<file path="src/rtl/redux_out_uart.sv">
// redux_out_uart: captures the redux core's 8-bit result bus into a small FIFO
// (optionally only when the value changes) and sends it out as 8N1 UART frames.
module redux_out_uart #(
    parameter int CLKS_PER_BIT = 16,
    parameter int DEPTH        = 8,
    parameter int DEDUP        = 1
) (
    input  logic                     clk,
    input  logic                     rst_n,
    input  logic [7:0]               data_in,
    input  logic                     capture_en,
    input  logic                     clear_ovf,
    output logic                     tx,
    output logic                     busy,
    output logic [$clog2(DEPTH):0]   fifo_count,
    output logic                     overflow,
    output logic [7:0]               drop_count
);
    localparam int AW = $clog2(DEPTH);
    localparam int CW = $clog2(CLKS_PER_BIT);

    typedef enum logic [1:0] {S_IDLE, S_START, S_DATA, S_STOP} state_e;

    state_e          state_q, state_d;
    logic [CW-1:0]   cnt_q, cnt_d;
    logic [2:0]      idx_q, idx_d;
    logic [7:0]      shift_q, shift_d;
    logic            tx_q, tx_d;

    logic [7:0]      mem_q [DEPTH];
    logic [AW-1:0]   rd_ptr_q, wr_ptr_q;
    logic [AW:0]     count_q;
    logic [7:0]      last_q;
    logic            last_vld_q;
    logic            ovf_q;
    logic [7:0]      drop_q;

    logic            pop, push, drop, qualify, full, last_cnt;
    logic [7:0]      head;

    assign full     = (count_q == (AW+1)'(DEPTH));
    assign head     = mem_q[rd_ptr_q];
    assign last_cnt = (cnt_q == CW'(CLKS_PER_BIT - 1));
    // A capture qualifies if dedup is off, nothing was seen yet, or the value changed.
    assign qualify  = capture_en && ((DEDUP == 0) || !last_vld_q || (data_in != last_q));
    // A full FIFO still accepts a value when the transmitter pops on the same edge.
    assign push     = qualify && (!full || pop);
    assign drop     = qualify && !push;

    // FIFO storage: written on accepted captures only, so no reset is needed.
    always_ff @(posedge clk) begin
        if (push) mem_q[wr_ptr_q] <= data_in;
    end

    // FIFO pointers/occupancy, last-sampled value and drop bookkeeping.
    always_ff @(posedge clk or negedge rst_n) begin
        if (!rst_n) begin
            rd_ptr_q   <= '0;
            wr_ptr_q   <= '0;
            count_q    <= '0;
            last_q     <= '0;
            last_vld_q <= 1'b0;
            ovf_q      <= 1'b0;
            drop_q     <= '0;
        end else begin
            if (push) wr_ptr_q <= wr_ptr_q + AW'(1);
            if (pop)  rd_ptr_q <= rd_ptr_q + AW'(1);
            case ({push, pop})
                2'b10:   count_q <= count_q + (AW+1)'(1);
                2'b01:   count_q <= count_q - (AW+1)'(1);
                default: count_q <= count_q;
            endcase
            // Last value tracks every enabled sample, dropped or not.
            if (capture_en) begin
                last_q     <= data_in;
                last_vld_q <= 1'b1;
            end
            // Clear takes priority over a drop on the same edge.
            if (clear_ovf) begin
                ovf_q  <= 1'b0;
                drop_q <= '0;
            end else if (drop) begin
                ovf_q <= 1'b1;
                if (drop_q != 8'hFF) drop_q <= drop_q + 8'd1;
            end
        end
    end

    // TX FSM state register; tx is registered so the line never glitches.
    always_ff @(posedge clk or negedge rst_n) begin
        if (!rst_n) begin
            state_q <= S_IDLE;
            cnt_q   <= '0;
            idx_q   <= '0;
            shift_q <= '0;
            tx_q    <= 1'b1;
        end else begin
            state_q <= state_d;
            cnt_q   <= cnt_d;
            idx_q   <= idx_d;
            shift_q <= shift_d;
            tx_q    <= tx_d;
        end
    end

    // TX FSM next state: tx_d always carries the level of the state being entered.
    always_comb begin
        state_d = state_q;
        cnt_d   = cnt_q;
        idx_d   = idx_q;
        shift_d = shift_q;
        tx_d    = tx_q;
        pop     = 1'b0;
        case (state_q)
            S_IDLE: begin
                tx_d  = 1'b1;
                cnt_d = '0;
                if (count_q != '0) begin
                    pop     = 1'b1;
                    shift_d = head;
                    state_d = S_START;
                    tx_d    = 1'b0;
                end
            end
            S_START: begin
                if (last_cnt) begin
                    cnt_d   = '0;
                    idx_d   = '0;
                    state_d = S_DATA;
                    tx_d    = shift_q[0];
                end else begin
                    cnt_d = cnt_q + CW'(1);
                end
            end
            S_DATA: begin
                if (last_cnt) begin
                    cnt_d = '0;
                    if (idx_q == 3'd7) begin
                        state_d = S_STOP;
                        tx_d    = 1'b1;
                    end else begin
                        idx_d = idx_q + 3'd1;
                        tx_d  = shift_q[idx_q + 3'd1];
                    end
                end else begin
                    cnt_d = cnt_q + CW'(1);
                end
            end
            S_STOP: begin
                if (last_cnt) begin
                    cnt_d = '0;
                    // Back-to-back frames: go straight to START when more data waits.
                    if (count_q != '0) begin
                        pop     = 1'b1;
                        shift_d = head;
                        state_d = S_START;
                        tx_d    = 1'b0;
                    end else begin
                        state_d = S_IDLE;
                        tx_d    = 1'b1;
                    end
                end else begin
                    cnt_d = cnt_q + CW'(1);
                end
            end
            default: begin
                state_d = S_IDLE;
                tx_d    = 1'b1;
            end
        endcase
    end

    assign tx         = tx_q;
    assign busy       = (state_q != S_IDLE);
    assign fifo_count = count_q;
    assign overflow   = ovf_q;
    assign drop_count = drop_q;

endmodule

</file>
<file path="config.mk">
export PLATFORM = sky130hd
export DESIGN_NAME = redux_out_uart
export DESIGN_NICKNAME = d
export VERILOG_FILES = /design/src/rtl/redux_out_uart.sv
export SDC_FILE = /design/constraint.sdc
export NUM_CORES = 1
export LEC_CHECK = 0
export CORE_ASPECT_RATIO = 1.5
export CORE_MARGIN = 10
export CORE_UTILIZATION = 25
export DETAILED_ROUTE_END_ITERATION = 7
export SETUP_SLACK_MARGIN = 0.5
export SLEW_MARGIN = 20
export SYNTH_ARGS = -nofsm -noshare
export SYNTH_HDL_FRONTEND = slang
export SYNTH_SLANG_ARGS = --single-unit
</file>
<file path="constraint.sdc">
create_clock -name clk -period 4.8 [get_ports clk]
set_input_delay 0.48 -clock clk [delete_from_list [all_inputs] [get_ports clk]]
set_output_delay 0.48 -clock clk [all_outputs]
set_load 0.05 [all_outputs]
</file>
-- After elaboration in Yosys (flattened, before gate mapping)
Memories as Yosys holds them, arrays and structs flattened.
Cells that the tools add are included.
- input port bits: 12
- memories kept: 1
- bits in registers: 46
- word-level logic and storage cells: 94
- output and inout bits: 15
- bits in writable memories: 64
- memory list (name ; words ; bits a word ; rd ports ; clocked after Yosys merged registers in ; wr ports ; RTL line ; source):
    mem_q ; 8 ; 8 ; 1 ; 0 ; 1 ; 30 ; logic [7:0] mem_q [DEPTH];
- reductions and logical operators: 22
- add/subtract/negate cells: 7
- magnitude comparators: 1
- equal/unequal tests: 16
- muxes and demuxes: 35
- operator list (kind ; number):
    8-bit 2-to-1 mux ; 5
    4-bit one-hot mux with 2 select lines ; 2
    8-bit one-hot mux with 2 select lines ; 1
    1-bit 2-to-1 mux ; 13
    2-bit inequality test, second input constant ; 6
    2-bit nonzero test ; 6
    2-bit 2-to-1 mux ; 5
    3-bit by 1-bit adder with 3-bit output, second input constant ; 3
    3-bit 2-to-1 mux ; 3
    4-bit by 1-bit adder with 4-bit output, second input constant ; 2
    8-bit by 1-bit adder with 8-bit output, second input constant ; 1
    4-bit == test, second input constant ; 2
    8-bit inequality test ; 1
    8-bit inequality test, second input constant ; 1
    2-bit one-hot mux with 4 select lines ; 1
    2-bit == test, second input constant ; 3
    3-bit one-hot mux with 2 select lines ; 1
    5-bit AND reduction ; 1
    2-bit by 1-bit == test with 1-bit output, second input constant ; 2
    3-bit by 4-bit < comparator with 1-bit output, second input constant ; 1
    4-bit 2-to-1 mux ; 1
    1-bit one-hot mux with 4 select lines ; 1
    2-bit AND reduction ; 2
    4-bit AND reduction ; 1
    other kinds (11) ; 16

-- Longest topological paths before layout
Gate-level depths: netlist of run 1.
- depth in word-level cells: 10
- depth in mapped cells: 13

-- Least setup slack after synthesis of run 1
OpenSTA, ideal clock, no wires.
- path type: register to register
- start point: reg state_q[0]
- end point: reg count_q[3] (netlist: fifo_count[3])
- period minus slack after synthesis: 2724 ps
- required time: 4663 ps
- stages on the path, launching flop included: 14
- data arrival time: 2587 ps
- path buffers: 1
- setup slack: 2076 ps
- cell sequence: dfrtp_1 > inv_1 > ha_1 > buf_4 > inv_1 > a211oi_2 > nand2_1 > inv_1 > ha_1 > a21o_1 > a21oi_1 > nor2_1 > nand3_1 > o2111ai_1
- longest elaborated chain between the ends: 6
- RTL lines (what ; RTL line ; source):
    start: declaration ; 24 ; state_e state_q, state_d;
    start signal: assignment ; 98 ; state_q <= state_d;
    2-bit == test or 2-bit logical NOT (tied branches) ; 114 ; case (state_q)
    1-bit one-hot mux with 2 select lines (*) ; 114 ;
    1-bit logical OR ; 47 ; assign push = qualify && (!full || pop);
    1-bit logical AND ; 47 ;
    2-bit by 1-bit == test with 1-bit output or 2-bit == test (tied branches) ; 68 ; case ({push, pop})
    4-bit one-hot mux with 2 select lines or 2-bit nonzero test (tied branches) ; n/a ;
    end signal: assignment ; 69 ; 2'b10: count_q <= count_q + (AW+1)'(1);
    end signal: assignment ; 70 ; 2'b01: count_q <= count_q - (AW+1)'(1);
    end signal: assignment ; 71 ; default: count_q <= count_q;
    end: declaration ; 32 ; logic [AW:0] count_q;
Mark *: on every way between the ends. The rest lies on a longest branch, timed or not.
A chain may end at the register's enable or synchronous reset.

-- Final worst setup path of run 1
- start point: in data_in[2]
- end point: reg count_q[3] (netlist: fifo_count[3])
- longest elaborated chain between the ends: 6
- RTL lines (what ; RTL line ; source):
    start: declaration ; 10 ; input logic [7:0] data_in,
    8-bit inequality test (*) ; 45 ; assign qualify = capture_en && ((DEDUP == 0) || !last_vld_q || (data_in != last_q));
    1-bit logical OR (*) ; 45 ;
    1-bit logical AND (*) ; 45 ;
    1-bit logical AND (*) ; 47 ;
    2-bit by 1-bit == test with 1-bit output or 2-bit == test (tied branches) ; 68 ;
    4-bit one-hot mux with 2 select lines or 2-bit nonzero test (tied branches) ; n/a ;
Marked as above.

==> metrics.yaml, run 1 <==
cp_slowest_stage_delay_ns: 0.57
avgSynthCellArea_um2: 15.1
dpl.hpwl_um: 6690
relSlewSlack: 0.340
die_height_um: 191
drt-total-wl_um: 9700
max-vdd-ir-drop_uv: 170
ioPinCount: 27
cts_hold_repair.buffers: 0
report.final.hold_viol_count: 0
drt-pass1-iter-count: 4
die_area_um2: 25500
detailroute.via_count: 2745
critPathArrivalTime_ns: 3.30
required_ns: 5.03
yosysSeqAreaShare: 0.634
start_util: 0.254
grt_start_max_net_pins: 47
postCtsSetupBuffers: 0
floorplan.rows: 62
number_of_global_route_vias_before_repair: 2962
maxClockFrequency_ghz: 0.326
clock_path_buffers: 2
route.detailed.wl_per_inst_um: 15.9
powerDensity_nw_per_um2: 408
drc: 0
critPathKind: "input pin to flip-flop"
worst_skew_pair.late_latency_ns: 0.35
ys.flop_type: "edfxtp_1"
syn-cell-area_um2: 4850
route.antenna.remaining_nets: 0
maxSlewViolCount: 0
slew_at_the_pin_closest_to_its_max_slew_limit_ns: 0.987
dr.first_iter.drc_count: 165
cts_resized: 0
fin_skew_ns: 0.00916
synth-seq-cells: 110
period_needed_ns: 3.07
finish.net_count: 375
cts-root-buf: "clkbuf_16"
number_of_buffers_added_on_ports: 26
diodes: 0
critPathMaxFanout: 19
number_of_setup_violations_in_the_final_report: 0
post_drt_via_cell_ratio: 4.49
netlist.area_leader.share: 0.396
final_layout_size_suffix_gt1_frac: 0.186
detailed_place.area_um2: 5410
synth_most_common_cell: "edfxtp_1"
number_of_synthesized_flops_with_an_enable_pin: 64
finalCritPeriodShare: 0.640
initial_antenna_violation_count: 0
clk_transition_reported_paths_ns: 0.08
ys_async_sr_fraction: 0.418
total_leakage_power_nw: 2.00
outcome: "complete, no violations"
critical_path_buf_inv_count: 3
ys.warnings.count: 0
mappedNetlistNets: 346
nFillCells: 1928
netlist.top_cell.by_area: "edfxtp_1"
worst_slack_ns: 1.73
pre_cts_slack_ns: 1.39
syn_inst_count: 321
critical_path.cell_chain: "clkdlybuf4s50_1, xnor2_1, nand4_1, o31ai_2, buf_4, nand2_1, inv_1, ha_1, a21o_1, a21oi_1, nor2_1, nand3_1, o2111ai_1"
worst_hold_path_type: "input pin to asynchronous set/reset pin"
syn_to_final_growth_pct: 17.6
setup.reg_to_reg.worst_slack_ns: 1.75
grt_first_pass_wirelength_um: 15700
synth.lib_cells_used.distinct: 53
numCtsBuffers: 9
rsz0062_at_grt: "no"
setup.worst_path.end_class: "flip-flop"
tritoncts: "yes"
grt.total_usage: 0.0791
fin_area_um2: 5710
timing.max_cap.violations: 0
ctsHtreeMaxLevel: 3
die_width_um: 134
timing.setup.tns_ns: 0
clkSinkCount: 110
worst_path_dominant_cell_family: "buffers and inverters"
yosys-top-cells-area: "edfxtp_1 (40%), dfrtp_1 (23%), mux4_2 (8.4%)"
critical_path_cell_with_the_highest_stage_delay: "clkdlybuf4s50_1"
grt_remaining_overflow: 0
gp_congestion: 0.721
final_core_utilization: 0.299
synthTopCellsByCount: "edfxtp_1 (64), dfrtp_1 (45), a21oi_1 (20), nor2_1 (20), mux4_2 (18)"
crit_path_start_kind: "input pin"
fp.coreArea_um2: 19100
[logic make-up (layout without fill, tap and decap cells)]
family | Yosys count | in the layout | synth area share
flops | 110 | 110 | 0.634
simple gates | 69 | 69 | 0.0771
compound gates | 51 | 51 | 0.0730
mux | 41 | 41 | 0.135
buf+inv | 22 | 56 | 0.0186
xor+xnor | 15 | 15 | 0.0271
fa+ha+maj | 13 | 13 | 0.0351
[layout make-up]
| cell class | count | area [µm²] | area share |
|---|---|---|---|
| clock inverters | 7 | 67.6 | 0.0118 |
| well taps | 256 | 320 | 0.0561 |
| multi-input cells | 189 | 1700 | 0.298 |
| repair buffers | 29 | 278 | 0.0487 |
| flip-flops and latches | 110 | 3070 | 0.539 |
| inverters | 11 | 41.3 | 0.00724 |
| clock buffers | 9 | 225 | 0.0395 |
[through the flow]
stage / hold slack [ns] / instances / power (mW)
final: 0.224 / 611 / 2.33
after global routing: 0.278 / 611 / 2.43
after CTS: 0.256 / 611 / 2.36
after detailed placement: 0.454 / 595 / 1.63
after global placement: 0.457 / 595 / 1.61
after floorplan: 0.184 / 321 / 1.47
[path summary, 6_finish.rpt]
| check | from | cells after the start | end |
|---|---|---|---|
| worst min register to register | last_vld_q$_DFFE_PN0P_ | 1 | last_vld_q$_DFFE_PN0P_ |
| worst max-delay path | data_in[2] | 13 | fifo_count[3]$_DFFE_PN0P_ |
| worst max register to register | state_q[0]$_DFFE_PN0P_ | 12 | fifo_count[3]$_DFFE_PN0P_ |
| worst min-delay path | rst_n | 2 | cnt_q[2]$_DFF_PN0_ |
| max in group asynchronous | rst_n | 2 | shift_q[1]$_DFFE_PN0P_ |
| min in group clk | last_vld_q$_DFFE_PN0P_ | 1 | last_vld_q$_DFFE_PN0P_ |
[placed cells by master, fill, tap and decap left out, types with 11 or more instances in the layout]
master and n:
a21oi_1 19, clkdlybuf4s50_1 25, dfrtp_1 45, edfxtp_1 64
ha_1 12, inv_1 11, mux2_2 12, mux4_2 18
nor2_1 20, xnor2_1 14
[report_power, final]
part | internal, mW | leakage (nW) | total (mW) | switching, mW
clock network | 0.365 | 0.145 | 0.726 | 0.361
logic | 0.150 | 0.710 | 0.398 | 0.247
registers | 1.13 | 1.15 | 1.20 | 0.0748
[state kept, by name (all words and copies together), names as in the netlist]
name,flops
idx_q,3
overflow,1
shift_q,8
rd_ptr_q,3
mem_q,64
state_q,2
last_vld_q,1
tx,1
drop_count,8
fifo_count,4
last_q,8
wr_ptr_q,3
cnt_q,4
[metal layers]
metal  global-route usage  share of wire
met5                    0              0
met4               0.0386          0.016
met3               0.0156          0.024
met2                0.149           0.57
met1               0.0813           0.39
Power figures use the tool's default switching activity.
==> inputs of run 2 (changes only) <==
Clock period 4.8 ns to 2.8 ns, I/O delays scaled along.
==> run 2 against run 1 <==
  * First-iteration DRC count fell by 16%
  * Clock-buffer cell count did not move
  * Via count rose by 6.8%
  * Core utilization rose by 3.0 points
  * Register-to-register slack got worse by 1.3 ns
  * Clock skew rose by 0.0067 ns
  * Critical path depth did not move
  * Sequential share of layout area fell by 4.8 points
  * Setup slack got worse by 1.3 ns
  * Largest power group unchanged
==> metrics.yaml, run 2 (synthesized netlist as in run 1, its figures left out) <==
outcome: "complete, no violations"
setup.reg_to_reg.worst_slack_ns: 0.49  # -1.26 ns
timing.max_cap.violations: 0  # unchanged
fin_area_um2: 6270  # +9.9%
timing.setup.tns_ns: 0  # unchanged
critPathArrivalTime_ns: 2.56  # -0.74 ns
detailed_place.area_um2: 5560  # +2.7%
drc: 0  # unchanged
clock_path_buffers: 2  # unchanged
fp.coreArea_um2: 19100  # unchanged
ctsHtreeMaxLevel: 3  # unchanged
number_of_setup_violations_in_the_final_report: 0  # unchanged
cts-root-buf: "clkbuf_16"
required_ns: 3.02  # -2.01 ns
worst_path_dominant_cell_family: "buffers and inverters"
detailroute.via_count: 2931  # +6.8%
drt-total-wl_um: 10400  # +7.7%
dr.first_iter.drc_count: 138  # -16%
relSlewSlack: 0.423  # +0.0837
rsz0062_at_grt: "yes"
clkSinkCount: 110  # unchanged
route.detailed.wl_per_inst_um: 16.0  # +1.1%
dpl.hpwl_um: 6920  # +3.4%
report.power.total_mw: 4.24  # +82%
post_drt_via_cell_ratio: 4.50  # +0.22%
crit_path_start_kind: "input pin"
worst_skew_pair.late_latency_ns: 0.36  # about the same
critical_path_cell_with_the_highest_stage_delay: "clkdlybuf4s50_1"
diodes: 0  # unchanged
finalCritPeriodShare: 0.837
largest_register_ff_count: 64  # unchanged
critical-path-top-cell-by-count: "buf_6"
report.final.hold_viol_count: 0  # unchanged
ioPinCount: 27  # unchanged
floorplan.rows: 62  # unchanged
grt_start_max_net_pins: 35  # -26%
final_layout_size_suffix_gt1_frac: 0.334  # +0.148
total_leakage_power_nw: 2.24  # +12%
number_of_global_route_vias_before_repair: 3080  # +4.0%
worst_hold_path_type: "input pin to asynchronous set/reset pin"
final_common_cell: "edfxtp_1"
timing.reg2reg.worst_path_depth: 11  # -1
maxSlewViolCount: 0  # unchanged
fin_skew_ns: 0.0158  # +0.00667 ns
drt-pass1-iter-count: 4  # unchanged
mostFrequentLayoutCells: "edfxtp_1 (64), dfrtp_1 (43), buf_4 (38)"
grt_first_pass_wirelength_um: 16400  # +4.3%
slew_at_the_pin_closest_to_its_max_slew_limit_ns: 0.865  # -0.122 ns
clk_transition_reported_paths_ns: 0.09  # about the same
maxClockFrequency_ghz: 0.427
critPathKind: "input pin to flip-flop"
syn_to_final_growth_pct: 29.3
period_needed_ns: 2.34
nFillCells: 1874  # -2.8%
powerDensity_nw_per_um2: 677  # +66%
critPathMaxFanout: 6  # -13
setup.worst_path.end_class: "flip-flop"
critical_path_buf_inv_count: 4  # +1
critical_path.cell_chain: "clkdlybuf4s50_1, buf_6, xnor2_2, nand3_2, buf_6, o31ai_4, nand2_2, inv_2, ha_4, a21o_1, a21oi_4, a211o_2, o2111ai_2"
cp_slowest_stage_delay_ns: 0.49  # -0.08 ns
start_util: 0.254  # unchanged
initial_antenna_violation_count: 0  # unchanged
cp.depth: 13  # unchanged
grt.total_usage: 0.0814  # +0.00234
die_height_um: 191  # unchanged
finish.net_count: 415  # +11%
number_of_buffers_added_on_ports: 26  # unchanged
die_area_um2: 25500  # unchanged
tritoncts: "yes"
numCtsBuffers: 9  # unchanged
grt_remaining_overflow: 0  # unchanged
registers.top_by_ff_count: "mem_q"
route.antenna.remaining_nets: 0  # unchanged
die_width_um: 134  # unchanged
gp_congestion: 0.755  # +4.6%
max-vdd-ir-drop_uv: 269  # +59%
-- run 2: cell count changes in the layout (fill, tap and decap cells not counted), sizes merged --
cell	previous run	this run
clkdlybuf4s50	25	23
dlygate4sd2	0	2
inv	14	12
clkinvlp	0	2
buf	4	44
-- run 2: repair_timing --
item | in CTS | in global routing
gates resized for setup | 15 | 26
setup buffers | 5 | 20
pin swaps | 1 | 13
setup endpoints to repair | 75 | 58
hold buffers | 0 | 0
-- run 2: stage by stage --
stage | std cells | hold WS [ns] | utilization | setup WS [ns]
final | 651 | 0.0455 | 0.328 | 0.456
after CTS | 631 | 0.0525 | 0.313 | 0.310
after global routing | 651 | 0.104 | 0.328 | 0.381
after global placement | 610 | 0.435 | 0.291 | -0.0737
after detailed placement | 610 | 0.442 | 0.291 | -0.239
after floorplan | 321 | -0.0156 | - | 0.201
-- run 2: layer usage --
layer / up-vias / wire length [µm] / GRT usage / part of all wire
li1: 1367 / - / - / -
met3: 16 / 234 / 0.0177 / 0.022
met1: 1516 / 3970 / 0.0846 / 0.38
met5: - / 0 / 0 / 0
met2: 32 / 6000 / 0.152 / 0.57
met4: 0 / 245 / 0.0361 / 0.023
-- run 2: area by class of cell --
| type | count | area, µm² | share of cell area |
|---|---|---|---|
| Tap cell | 256 | 320 | 0.0511 |
| Timing Repair Buffer | 69 | 603 | 0.0962 |
| Clock buffer | 9 | 225 | 0.0359 |
| Multi-Input combinational cell | 189 | 1910 | 0.305 |
| Inverter | 11 | 45.0 | 0.00719 |
| Sequential cell | 110 | 3080 | 0.491 |
| Clock inverter | 7 | 85.1 | 0.0136 |
-- run 2: where the power goes --
group | internal, mW | switching, mW
Combinational | 0.368 | 0.498
Sequential | 1.93 | 0.160
Clock | 0.638 | 0.648
Total | 2.94 | 1.31
-- run 2: worst paths after layout --
kind                                              from                        end
worst min-delay path                             rst_n      last_q[2]$_DFFE_PN0P_
worst max register to register  state_q[0]$_DFFE_PN0P_  fifo_count[3]$_DFFE_PN0P_
worst max-delay path                        data_in[1]  fifo_count[3]$_DFFE_PN0P_
min in group clk                            data_in[3]      mem_q[7][3]$_DFFE_PP_
max in group asynchronous                        rst_n  drop_count[4]$_DFFE_PN0P_
worst min register to register  last_vld_q$_DFFE_PN0P_     last_vld_q$_DFFE_PN0P_
==> inputs of run 3 (changes only) <==
Clock period 2.8 ns to 2.4 ns, I/O delays scaled along.
==> run 3 against run 2 <==
  * First-iteration DRC count decreased by 4.3%
  * Die area unchanged
  * Wire length increased by 3.3%
  * Sequential power increased by 16%
  * Worst hold slack improved by 0.31 ns
  * Setup slack got worse by 0.30 ns
  * Flip-flop and latch count unchanged
  * Critical path type is now flip-flop to flip-flop
==> metrics.yaml, run 3 (synthesized netlist as in run 1, its figures left out) <==
ioPinCount: 27  # unchanged
post_drt_via_cell_ratio: 4.51  # +0.28%
powerDensity_nw_per_um2: 777  # +15%
rsz0062_at_grt: "yes"
wl_met3_um: 169  # -28%
mostFrequentLayoutCells: "edfxtp_1 (64), buf_4 (42), dfrtp_1 (40)"
timing.max_cap.violations: 0  # unchanged
diodes: 0  # unchanged
route.detailed.wl_per_inst_um: 16.1  # +0.33%
final_cells: 670  # +2.9%
slew_at_the_pin_closest_to_its_max_slew_limit_ns: 0.590  # -0.274 ns
critical_path.cell_chain: "inv_2, ha_4, clkinvlp_4, a211oi_4, nand2_2, buf_4, fa_2, xnor2_1, mux2_4"
dpl.hpwl_um: 7260  # +4.9%
report.final.hold_viol_count: 0  # unchanged
number_of_buffers_added_on_ports: 26  # unchanged
top_layer: "met4"
fp.coreArea_um2: 19100  # unchanged
report.power.total_mw: 5.18  # +22%
fin_area_um2: 6660  # +6.3%
drc: 0  # unchanged
ctsHtreeMaxLevel: 3  # unchanged
die_area_um2: 25500  # unchanged
nFillCells: 1859  # -0.80%
outcome: "complete, no violations"
period_needed_ns: 2.25
clkSinkCount: 110  # unchanged
final_layout_size_suffix_gt1_frac: 0.406  # +0.0716
clock_path_buffers: 2  # unchanged
floorplan.rows: 62  # unchanged
total_leakage_power_nw: 2.49  # +11%
worst_skew_pair.late_latency_ns: 0.35  # about the same
finalCritPeriodShare: 0.936
die_height_um: 191  # unchanged
crit_path_start_kind: "flip-flop"
detail_route.wirelength.met1_um: 4270  # +7.6%
cp_slowest_stage_delay_ns: 0.44  # -0.05 ns
initial_antenna_violation_count: 0  # unchanged
worst_hold_path_type: "input pin to flip-flop"
max-vdd-ir-drop_uv: 387  # +44%
grt_start_max_net_pins: 26  # -26%
start_util: 0.254  # unchanged
worst_slack_ns: 0.153  # -0.303 ns
numCtsBuffers: 9  # unchanged
gp_congestion: 0.734  # -2.7%
detailroute.via_count: 3025  # +3.2%
grt_first_pass_wirelength_um: 17400  # +6.4%
grt.total_usage: 0.0864  # +0.00505
critPathMaxFanout: 3  # -3
number_of_global_route_vias_before_repair: 3251  # +5.6%
dpl.cell_count: 623  # +2.1%
hold-worst-slack_ns: 0.352  # +0.307 ns
maxSlewViolCount: 0  # unchanged
pre_cts_slack_ns: -0.408  # -0.169 ns
timing.setup.tns_ns: 0  # unchanged
grt_remaining_overflow: 0  # unchanged
detailed_place.area_um2: 5830  # +4.9%
drt-total-wl_um: 10800  # +3.3%
route.antenna.remaining_nets: 0  # unchanged
critPathArrivalTime_ns: 2.49  # -0.07 ns
maxClockFrequency_ghz: 0.445
cts-root-buf: "clkbuf_16"
setup.worst_path.end_class: "flip-flop"
dr.first_iter.drc_count: 132  # -4.3%
multi_input_area_um2: 2060  # +7.6%
final_common_cell: "edfxtp_1"
number_of_setup_violations_in_the_final_report: 0  # unchanged
relSlewSlack: 0.606  # +0.183
fin_skew_ns: 0.0115  # -0.00433 ns
required_ns: 2.64  # -0.38 ns
critical_path_cell_with_the_highest_stage_delay: "dfrtp_1"
drt-pass1-iter-count: 4  # unchanged
regArea_um2: 3080  # +0.12%
critPathKind: "flip-flop to flip-flop"
route.met2.wl_um: 6150  # +2.6%
final_core_utilization: 0.349  # +0.0207
clk_transition_reported_paths_ns: 0.08  # about the same
finish.net_count: 434  # +4.6%
largest_register_ff_count: 64  # unchanged
registers.top_by_ff_count: "mem_q"
tritoncts: "yes"
die_width_um: 134  # unchanged
syn_to_final_growth_pct: 37.4
## run 3: cell types whose count changed in the layout (fill, tap and decap cells not counted), moves of 4 or more
| cell | change |
|---|---|
| a21oi_1 | -4 |
| buf_6 | +6 |
| buf_12 | +7 |
| dlymetal6s2s_1 | +4 |
| a21oi_2 | +4 |
| buf_4 | +4 |
| clkdlybuf4s50_1 | -12 |
| dlygate4sd2_1 | +8 |
## run 3: final timing paths
kind / from / to / slack [ns] / depth (start not counted)
worst max-delay path: state_q[1]$_DFFE_PN0P_ / fifo_count[2]$_DFFE_PN0P_ / 0.15 / 9
worst min-delay path: data_in[7] / mem_q[6][7]$_DFFE_PP_ / 0.35 / 1
worst max register to register: state_q[1]$_DFFE_PN0P_ / fifo_count[2]$_DFFE_PN0P_ / 0.15 / 9
worst min register to register: last_vld_q$_DFFE_PN0P_ / last_vld_q$_DFFE_PN0P_ / 0.47 / 1
max in group asynchronous: rst_n / idx_q[0]$_DFFE_PN0P_ / 1.31 / 3
min in group asynchronous: rst_n / cnt_q[1]$_DFF_PN0_ / 0.46 / 2
## run 3: report_power, final
| group | internal, mW | leakage (nW) | switching [mW] |
|---|---|---|---|
| combinational | 0.579 | 1.19 | 0.661 |
| sequential | 2.25 | 1.14 | 0.169 |
| clock | 0.753 | 0.152 | 0.765 |
## run 3: timing repair
action,in CTS,in global routing
hold buffers,1,0
endpoints found under the hold margin,22,0
pin swaps,29,12
gates resized for setup,35,32
setup buffers,21,8
gates cloned,1,0
endpoints found under the setup margin,87,85
## run 3: cell type report
cell class                 instances  share of cell area
multi-input combinational        190               0.309
inverter                          11             0.00676
clock buffer                       9              0.0338
clock inverter                     7              0.0126
tap                              256              0.0481
sequential                       110               0.462
timing repair buffer              87               0.128
## run 3: worst max-delay path, delay by kind of cell (launching register included)
kind	cells	cell delay, ns
buffers and inverters	3	0.38
muxes	1	0.27
adders and majority gates	2	0.50
AOI/OAI and AO/OA	1	0.31
DFF	1	0.44
and+or+nand+nor	1	0.10
xor gates and xnor gates	1	0.14
## run 3: layer usage
layer,GRT usage,vias to the layer above
met5,0,-
met4,0.0416,0
met3,0.0142,12
met2,0.160,34
met1,0.0929,1571
li1,-,1408
